$ cat config.mk
export PLATFORM = sky130hd
export DESIGN_NAME = hs_arith_seq_umin_arbiter
export DESIGN_NICKNAME = d
export VERILOG_FILES = /design/src/rtl/hs_arith_seq_umin_arbiter.sv
export SDC_FILE = /design/constraint.sdc
export NUM_CORES = 1
export LEC_CHECK = 0
export ABC_AREA = 0
export CORE_MARGIN = 1
export CORE_UTILIZATION = 32
export DETAILED_ROUTE_END_ITERATION = 6
export GPL_TIMING_DRIVEN = 0
export PLACE_DENSITY_LB_ADDON = 0.2
export SYNTH_ARGS = -nofsm -noshare
export SYNTH_HDL_FRONTEND = slang
export SYNTH_SLANG_ARGS = --single-unit
$ cat constraint.sdc
create_clock -name clk -period 7.6 [get_ports clk]
set_clock_uncertainty 0.2 [all_clocks]
set_input_delay 0.76 -clock clk [delete_from_list [all_inputs] [get_ports clk]]
set_output_delay 0.76 -clock clk [all_outputs]
set_load 0.01 [all_outputs]
$ cat src/rtl/hs_arith_seq_umin_arbiter.sv
// Sequential minimum-priority arbiter: snapshots the request vector, scans one
// requester per cycle through a single two-input unsigned minimize stage, then grants.
module hs_arith_seq_umin_arbiter #(
  parameter int NUM_REQ    = 8,
  parameter int DATA_WIDTH = 32,
  localparam int IDX_WIDTH = $clog2(NUM_REQ)
) (
  input  logic                          clk,
  input  logic                          rst_n,
  input  logic                          flush,
  input  logic [NUM_REQ-1:0]            req,
  input  logic [NUM_REQ*DATA_WIDTH-1:0] prio,
  output logic                          busy,
  output logic                          gnt_valid,
  input  logic                          gnt_ready,
  output logic [IDX_WIDTH-1:0]          gnt_index,
  output logic [DATA_WIDTH-1:0]         gnt_value
);

  typedef enum logic [1:0] {IDLE, SCAN, GRANT} state_t;

  localparam logic [IDX_WIDTH-1:0] LAST_IDX = IDX_WIDTH'(NUM_REQ - 1);

  state_t                state;
  logic [NUM_REQ-1:0]    req_snap;
  logic [DATA_WIDTH-1:0] prio_snap [NUM_REQ];
  logic [IDX_WIDTH-1:0]  scan_idx;
  logic                  acc_valid;
  logic [DATA_WIDTH-1:0] acc_val;
  logic [IDX_WIDTH-1:0]  acc_idx;

  logic [DATA_WIDTH-1:0] cur_val;
  logic                  cur_req;
  logic                  din1_wins;

  // Strict less-than keeps the earlier (lower) index on ties.
  always_comb begin
    cur_val   = prio_snap[scan_idx];
    cur_req   = req_snap[scan_idx];
    din1_wins = cur_req && (!acc_valid || (cur_val < acc_val));
  end

  assign busy = (state != IDLE);

  always_ff @(posedge clk or negedge rst_n) begin
    if (!rst_n) begin
      state     <= IDLE;
      req_snap  <= '0;
      for (int i = 0; i < NUM_REQ; i++) prio_snap[i] <= '0;
      scan_idx  <= '0;
      acc_valid <= 1'b0;
      acc_val   <= '0;
      acc_idx   <= '0;
      gnt_valid <= 1'b0;
      gnt_index <= '0;
      gnt_value <= '0;
    end else if (flush) begin
      state     <= IDLE;
      req_snap  <= '0;
      scan_idx  <= '0;
      acc_valid <= 1'b0;
      acc_val   <= '0;
      acc_idx   <= '0;
      gnt_valid <= 1'b0;
      gnt_index <= '0;
      gnt_value <= '0;
    end else begin
      case (state)
        IDLE: begin
          if (|req) begin
            req_snap <= req;
            for (int i = 0; i < NUM_REQ; i++) prio_snap[i] <= prio[i*DATA_WIDTH +: DATA_WIDTH];
            acc_valid <= 1'b0;
            acc_val   <= '0;
            acc_idx   <= '0;
            scan_idx  <= '0;
            state     <= SCAN;
          end
        end
        SCAN: begin
          if (din1_wins) begin
            acc_val <= cur_val;
            acc_idx <= scan_idx;
          end
          acc_valid <= acc_valid | cur_req;
          if (scan_idx == LAST_IDX) state <= GRANT;
          else                      scan_idx <= scan_idx + 1'b1;
        end
        GRANT: begin
          // First GRANT cycle registers the result; ready only matters once it is visible.
          if (!gnt_valid) begin
            gnt_valid <= 1'b1;
            gnt_index <= acc_idx;
            gnt_value <= acc_val;
          end else if (gnt_ready) begin
            gnt_valid <= 1'b0;
            gnt_index <= '0;
            gnt_value <= '0;
            scan_idx  <= '0;
            state     <= IDLE;
          end
        end
        default: state <= IDLE;
      endcase
    end
  end

endmodule

==> impl_metrics.env, run 1 <==
export IMPL_status="complete, no violations"
export IMPL_utilization_pct=43.28
export IMPL_routed_wl_mm=48.34
export IMPL_drc=0
export IMPL_post_cts_repair_setup_buffers=0
export IMPL_syn_area_um2=15860
export IMPL_synth_seq_area_share_pct=53.82
export IMPL_powerDensity_nw_per_um2=379.2
export IMPL_met3WireLength_mm=2.923
export IMPL_critPathArrivalTime_ps=5380
export IMPL_core_um2=48950
export IMPL_yosys_warnings=0
export IMPL_drt_iter0_drc=590
export IMPL_num_nets_final=1819
export IMPL_worstRegToRegCells=14
export IMPL_hold_slack_ps=277.0
export IMPL_post_dp_cell_area_um2=19810
export IMPL_grt_pass1_wl_mm=73.17
export IMPL_vias_per_cell=4.817
export IMPL_min_delay_start="gnt_value[29]$_DFFE_PN0P_"
export IMPL_r2r_start="scan_idx[1]$_DFFE_PN0P_"
export IMPL_power_switching_uw=2560
export IMPL_grt_pass1_vias=11550
export IMPL_die_w_um=224.6
export IMPL_power_leakage_uw=0.008327
export IMPL_worstPathMaxFanout=10
export IMPL_post_dp_hpwl_mm=35.67
export IMPL_synth_compound_area_share_pct=3.077
export IMPL_slowest_delay_ps=760
export IMPL_fin_tns_setup_ps=0
export IMPL_syn2layout_area_growth_pct=33.61
export IMPL_cap_viol_max_count=0
export IMPL_post_cts_resized=0
export IMPL_worst_r2r_setup_slack_ps=2450
export IMPL_synth_top_family_by_area="multiplexers"
export IMPL_cts_tree="built"
export IMPL_gp_congestion=0.7950
export IMPL_pwr_share_clk_pct=24.6
export IMPL_hp_class="register to register"
export IMPL_peakVddDrop_v=0.0001639
export IMPL_ant_nets=0
export IMPL_holdPathStages=2
export IMPL_insertion_delay_ps=560
export IMPL_wl_met1_mm=21.00
export IMPL_via_count=10650
export IMPL_clockRootBuffer="clkbuf_16"
export IMPL_wl_per_cell_um=21.87
export IMPL_place_ws_ps=2291
export IMPL_ys_async_sr_fraction_pct=100.0
export IMPL_clock_sinks=341
export IMPL_finalInstanceArea_um2=21190
export IMPL_whs_endpoint="gnt_value[29]$_DFFE_PN0P_"
export IMPL_synth_seq_cells=341
export IMPL_synth_ff_type="dfrtp_1"
export IMPL_synth_mux_area_share_pct=32.07
export IMPL_grt_usage_pct=19.73
export IMPL_drtPass1Iterations=5
export IMPL_switching_share_pct=31.86
export IMPL_path_class="register to register"
export IMPL_htreeDepth=2
export IMPL_synthSimpleGateAreaFrac_pct=5.105
export IMPL_synth_xor_area_share_pct=0
export IMPL_setup_viol=0
export IMPL_tightest_slew_ps=1221
export IMPL_overflow=0
export IMPL_hold_violations=0
export IMPL_setup_slack_ps=2452
export IMPL_synth_avg_cell_area_um2=13.62
export IMPL_synth_top_area_share_pct=53.82
export IMPL_relSlewSlack_pct=18.20
export IMPL_report_final_slew_viol_count=0
export IMPL_fin_crit_sh_pct=67.73
export IMPL_initial_core_util_pct=32.39
export IMPL_finalCriticalPeriod_ps=5148
export IMPL_critPathSlowestCell="clkbuf_1"
export IMPL_wl_met2_mm=23.49
export IMPL_sequentialPowerShare_pct=36.9
export IMPL_synthAdderAreaFrac_pct=2.920
export IMPL_die_area_um2=50450
export IMPL_start_kind="register"
export IMPL_path_cells="buf_6 -> clkbuf_1 -> clkbuf_1 -> mux4_2 -> mux2_2 -> ha_1 -> nand4_1 -> nor3_1 -> nand2_1 -> a311oi_1 -> nor4_2 -> buf_6 -> buf_12 -> mux2i_1"
export IMPL_synth_edf_count=0
export IMPL_ys_types=37
export IMPL_yosysTopAreaCell="dfrtp_1"
export IMPL_cts_clk_slew_worst_paths_ps=60
export IMPL_clockBufferDepth=3
export IMPL_routed_top_layer="met5"
export IMPL_rsz0062_at_grt="false"
export IMPL_comb_power_share_pct=38.5
export IMPL_reg2reg_to="acc_val[4]$_DFFE_PN0P_"
export IMPL_fmax_mhz=194.3
export IMPL_synthCells=1164
export IMPL_required_ps=7830
export IMPL_numCtsBuffers=41
export IMPL_n_fill_cell=4516
export IMPL_grt_max_degree=112
export IMPL_cts_hold_buf=1
export IMPL_syn_nets=1469
export IMPL_port_buffers=303
export IMPL_intPower_uw=5474
export IMPL_drive_above_1_share_pct=27.80
export IMPL_antenna_found_initial=4
export IMPL_die_h_um=224.6
export IMPL_end_kind="register"
export IMPL_synth_area_leaders="dfrtp_1 (54%), mux2_2 (20%), mux4_2 (8.9%)"
export IMPL_num_rows=81
export IMPL_ioPinCount=305
## worst max path at each step
| stage | start | endpoint | slack, ps | depth (start not counted) |
|---|---|---|---|---|
| global route | scan_idx[1]$_DFFE_PN0P_ | acc_val[3]$_DFFE_PN0P_ | 2110 | 14 |
| detailed placement | scan_idx[1]$_DFFE_PN0P_ | acc_val[17]$_DFFE_PN0P_ | 2290 | 14 |
| finish | scan_idx[1]$_DFFE_PN0P_ | acc_val[4]$_DFFE_PN0P_ | 2450 | 14 |
| global placement | rst_n | prio_snap[42]$_DFFE_PN0P_ | -10030 | 1 |
| floorplan | scan_idx[0]$_DFFE_PN0P_ | acc_val[10]$_DFFE_PN0P_ | 3820 | 13 |
| CTS | scan_idx[1]$_DFFE_PN0P_ | acc_val[4]$_DFFE_PN0P_ | 2280 | 14 |
## layout by cell type (no fill, tap or decap), types with 2 or more instances in the layout
cell | netlist | layout
a211oi_1 | 4 | 4
a31oi_1 | 4 | 4
clkbuf_16 | 0 | 43
a22oi_1 | 3 | 3
a21oi_1 | 17 | 17
buf_6 | 2 | 2
nor3_1 | 2 | 2
a21o_1 | 2 | 2
dfrtp_1 | 341 | 341
nand4_1 | 4 | 4
nor2_1 | 12 | 12
mux4_1 | 2 | 2
nand3_1 | 9 | 9
diode_2 | 0 | 3
o21a_1 | 3 | 3
nor4_1 | 2 | 2
bufinv_16 | 0 | 2
clkinv_2 | 0 | 3
inv_1 | 37 | 37
buf_2 | 7 | 7
buf_16 | 0 | 3
mux2i_1 | 37 | 37
buf_1 | 2 | 2
o21ai_0 | 43 | 43
clkbuf_8 | 0 | 11
nand2_1 | 170 | 170
buf_12 | 3 | 3
clkbuf_1 | 57 | 68
mux2_2 | 288 | 288
clkdlybuf4s50_1 | 0 | 302
a21boi_0 | 2 | 2
mux4_2 | 63 | 63
ha_1 | 37 | 37
## flip-flops by register name, indices dropped and copies added (netlist names)
signal     cells
acc_idx        3
acc_val       32
acc_valid      1
gnt_index      3
gnt_valid      1
gnt_value     32
prio_snap    256
req_snap       8
scan_idx       3
state          2
## Yosys cell counts (all sizes together) (3+ instances only)
| cell | n |
|---|---|
| clkbuf | 57 |
| nor4 | 3 |
| o21ai | 44 |
| nand4 | 4 |
| inv | 37 |
| mux2 | 288 |
| mux2i | 37 |
| dfrtp | 341 |
| a31oi | 4 |
| ha | 37 |
| o21a | 3 |
| nor2 | 12 |
| mux4 | 65 |
| a211oi | 4 |
| a21oi | 17 |
| nand3 | 9 |
| buf | 14 |
| a22oi | 3 |
| nand2 | 170 |
## metrics by stage
step | instances | power [uW]
final | 2210 | 8033
after global routing | 2210 | 8554
after CTS | 2207 | 8163
after detailed placement | 2134 | 6137
after global placement | 2131 | 6066
after floorplan | 1164 | 5074
## worst max-delay path, delay by kind of cell, from the launching register on
kind                     cells  cell delay, ps
buffers and inverters        5            1940
adder cells (fa/ha/maj)      1             320
flip-flops                   1             360
AO/OA/AOI/OAI                1             430
AND/OR/NAND/NOR              4             880
multiplexers                 3             860
## routing by layer
metal / up-vias / track usage [%]
met1: 5455 / 25.87
met2: 263 / 32.57
met5: - / 0
li1: 4866 / -
met3: 59 / 4.637
met4: 2 / 5.464
## power groups by stage
| stage | Clock, uW | Sequential, uW | Combinational, uW |
|---|---|---|---|
| after floorplan | 0 | 2850 | 2230 |
| after global placement | 0 | 2970 | 3090 |
| after detailed placement | 0 | 2990 | 3140 |
| after CTS | 2040 | 2960 | 3160 |
| after global routing | 2100 | 3060 | 3390 |
| final | 1980 | 2960 | 3090 |
## area by class of cell
cell class	instances	area (um^2)	share of cell area, %
flip-flops and latches	341	8533	40.28
multi-input cells	715	6845	32.31
repair buffers	307	3131	14.78
clock buffers	65	1269	5.989
well taps	664	830.8	3.922
plain buffers	71	339.1	1.601
inverters	37	138.9	0.6556
clock inverters	7	91.34	0.4311
diodes	3	7.507	0.03544
## cell families after synthesis
group | Yosys count
AOI/OAI and AO/OA | 85
adders and majority gates | 37
buffers and inverters | 108
DFF | 341
muxes | 390
and+or+nand+nor | 203
Note: power is estimated with default switching activity, not from simulation.
==> run 2: changes to the inputs <==
==> constraint.sdc (replaced) <==
create_clock -name clk -period 4.55 [get_ports clk]
set_clock_uncertainty 0.2 [all_clocks]
set_input_delay 0.455 -clock clk [delete_from_list [all_inputs] [get_ports clk]]
set_output_delay 0.455 -clock clk [all_outputs]
set_load 0.01 [all_outputs]
==> run 2 against run 1 <==
Compared with the run above:
- sequential cell count is the same
- sequential share of layout area shrank 0.055 points
- fmax grew 21%
- global-route usage is essentially flat
- setup slack lost 2100 ps
- non-clock buffer count shrank 1
- first-iteration DRC count grew 6.9%
==> impl_metrics.env, run 2 (same netlist as run 1, synthesis figures left out) <==
export IMPL_r2r_start="scan_idx[1]$_DFFE_PN0P_"
export IMPL_hold_slack_ps=154.9
export IMPL_overflow=0
export IMPL_core_um2=48950
export IMPL_required_ps=4820
export IMPL_clock_sinks=341
export IMPL_initial_core_util_pct=32.39
export IMPL_die_area_um2=50450
export IMPL_setup_viol=0
export IMPL_cts_clk_slew_worst_paths_ps=60
export IMPL_cap_viol_max_count=0
export IMPL_critPathArrivalTime_ps=4520
export IMPL_die_w_um=224.6
export IMPL_powerDensity_nw_per_um2=634.1
export IMPL_numCtsBuffers=41
export IMPL_num_nets_final=1818
export IMPL_finalPower_uw=13450
export IMPL_reg_largest_list="prio_snap: 256 flops, acc_val: 32 flops, gnt_value: 32 flops"
export IMPL_post_dp_hpwl_mm=35.67
export IMPL_drive_above_1_share_pct=28.15
export IMPL_finalCriticalPeriod_ps=4247
export IMPL_grt_max_degree=112
export IMPL_layout_commonest_cell="dfrtp_1"
export IMPL_wl_per_cell_um=21.89
export IMPL_clockBufferDepth=3
export IMPL_grt_pass1_vias=11550
export IMPL_vias_per_cell=4.827
export IMPL_status="complete, no violations"
export IMPL_n_fill_cell=4509
export IMPL_path_class="register to register"
export IMPL_drt_iter0_drc=631
export IMPL_antenna_found_initial=4
export IMPL_gp_congestion=0.7950
export IMPL_finalNonFillerCells=2209
export IMPL_holdPathStages=2
export IMPL_worst_r2r_setup_slack_ps=300
export IMPL_place_ws_ps=-758.8
export IMPL_report_final_slew_viol_count=0
export IMPL_insertion_delay_ps=560
export IMPL_mostFrequentLayoutCells="dfrtp_1 (341), clkdlybuf4s50_1 (302), mux2_2 (288), nand2_1 (170), clkbuf_1 (64)"
export IMPL_start_kind="register"
export IMPL_worstPathMaxFanout=15
export IMPL_min_delay_start="flush"
export IMPL_port_buffers=303
export IMPL_peakVddDrop_v=0.0002722
export IMPL_htreeDepth=2
export IMPL_ant_nets=0
export IMPL_drtPass1Iterations=5
export IMPL_hp_class="primary input to register"
export IMPL_die_h_um=224.6
export IMPL_end_kind="register"
export IMPL_fmax_mhz=235.4
export IMPL_power_leakage_uw=0.008339
export IMPL_post_place_cells=2134
export IMPL_top_register="prio_snap"
export IMPL_via_count=10660
export IMPL_whs_endpoint="state[0]$_DFFE_PN0P_"
export IMPL_routed_wl_mm=48.35
export IMPL_clockRootBuffer="clkbuf_16"
export IMPL_relSlewSlack_pct=18.90
export IMPL_grt_pass1_wl_mm=73.15
export IMPL_post_cts_repair_setup_buffers=0
export IMPL_reg2reg_to="acc_val[3]$_DFFE_PN0P_"
export IMPL_largest_register_ffs=256
export IMPL_hold_violations=0
export IMPL_cts_tree="built"
export IMPL_fin_crit_sh_pct=93.35
export IMPL_ioPinCount=305
export IMPL_syn2layout_area_growth_pct=33.79
export IMPL_tightest_slew_ps=1217
export IMPL_grt_usage_pct=19.71
export IMPL_rsz0062_at_grt="false"
export IMPL_setup_slack_ps=302.7
export IMPL_drc=0
export IMPL_num_rows=81
export IMPL_worstRegToRegCells=13
[run 2: cell types whose count changed in the layout (fill, tap and decap cells not counted)]
| cell | change |
|---|---|
| buf_2 | -6 |
| buf_4 | +6 |
| clkbuf_1 | -4 |
| clkbuf_2 | +2 |
| a221oi_1 | -1 |
| a221oi_2 | +1 |
| clkbuf_4 | +1 |
| nor3_1 | -1 |
| nor3_2 | +1 |
[run 2: stage by stage]
stage | utilization [%] | TNS [ps] | area [um^2]
2_1_floorplan | - | 0 | 15860
3_3_place_gp | 40.29 | -4365410 | 19720
3_5_place_dp | 40.46 | -24590 | 19810
4_1_cts | 43.31 | 0 | 21200
5_1_grt | 43.34 | 0 | 21210
6_report | 43.34 | 0 | 21210
[run 2: area by class of cell]
class                           count  area (um^2)  share of cell area (%)
Inverter                           37        138.9                  0.6547
Multi-Input combinational cell    715         6857                   32.32
Timing Repair Buffer              307         3131                   14.76
Clock buffer                       65         1269                   5.981
Antenna cell                        3        7.507                 0.03539
Clock inverter                      7        91.34                  0.4306
Buffer                             70        356.6                   1.681
Sequential cell                   341         8533                   40.22
Tap cell                          664        830.8                   3.916
[run 2: repair_timing]
action,CTS,global route
resized for setup,10,4
endpoints found under the setup margin,35,30
hold buffers,1,0
hold endpoints to repair,56,0
[run 2: worst max-delay path by stage]
stage / start / to / cells after the start
6_report: scan_idx[1]$_DFFE_PN0P_ / acc_val[3]$_DFFE_PN0P_ / 13
5_1_grt: scan_idx[0]$_DFFE_PN0P_ / acc_val[3]$_DFFE_PN0P_ / 13
2_1_floorplan: scan_idx[0]$_DFFE_PN0P_ / acc_val[10]$_DFFE_PN0P_ / 13
3_5_place_dp: scan_idx[1]$_DFFE_PN0P_ / acc_val[17]$_DFFE_PN0P_ / 14
3_3_place_gp: rst_n / prio_snap[42]$_DFFE_PN0P_ / 1
4_1_cts: scan_idx[0]$_DFFE_PN0P_ / acc_val[4]$_DFFE_PN0P_ / 13
[run 2: power by group]
group / internal (uW) / switching, uW
sequential: 4300 / 646
combinational: 2850 / 2350
clock: 2020 / 1290
total: 9160 / 4290
[run 2: routing by layer]
metal	GRT usage, %	vias up	part of all wire, %
met5	0	-	0.025
met4	5.574	2	2.0
met3	4.716	65	5.8
met2	32.54	265	48
met1	25.76	5457	44
li1	-	4874	-
[run 2: worst max-delay path: stages, from the launching register on]
cell and delay (ps):
dfrtp_1 360, buf_6 230, clkbuf_1 630, mux4_2 420
mux2_2 310, ha_1 310, a21oi_1 150, nand2_1 80
a221oi_2 400, o21ai_0 160, nor4_2 300, buf_6 230
buf_12 170, mux2i_1 200
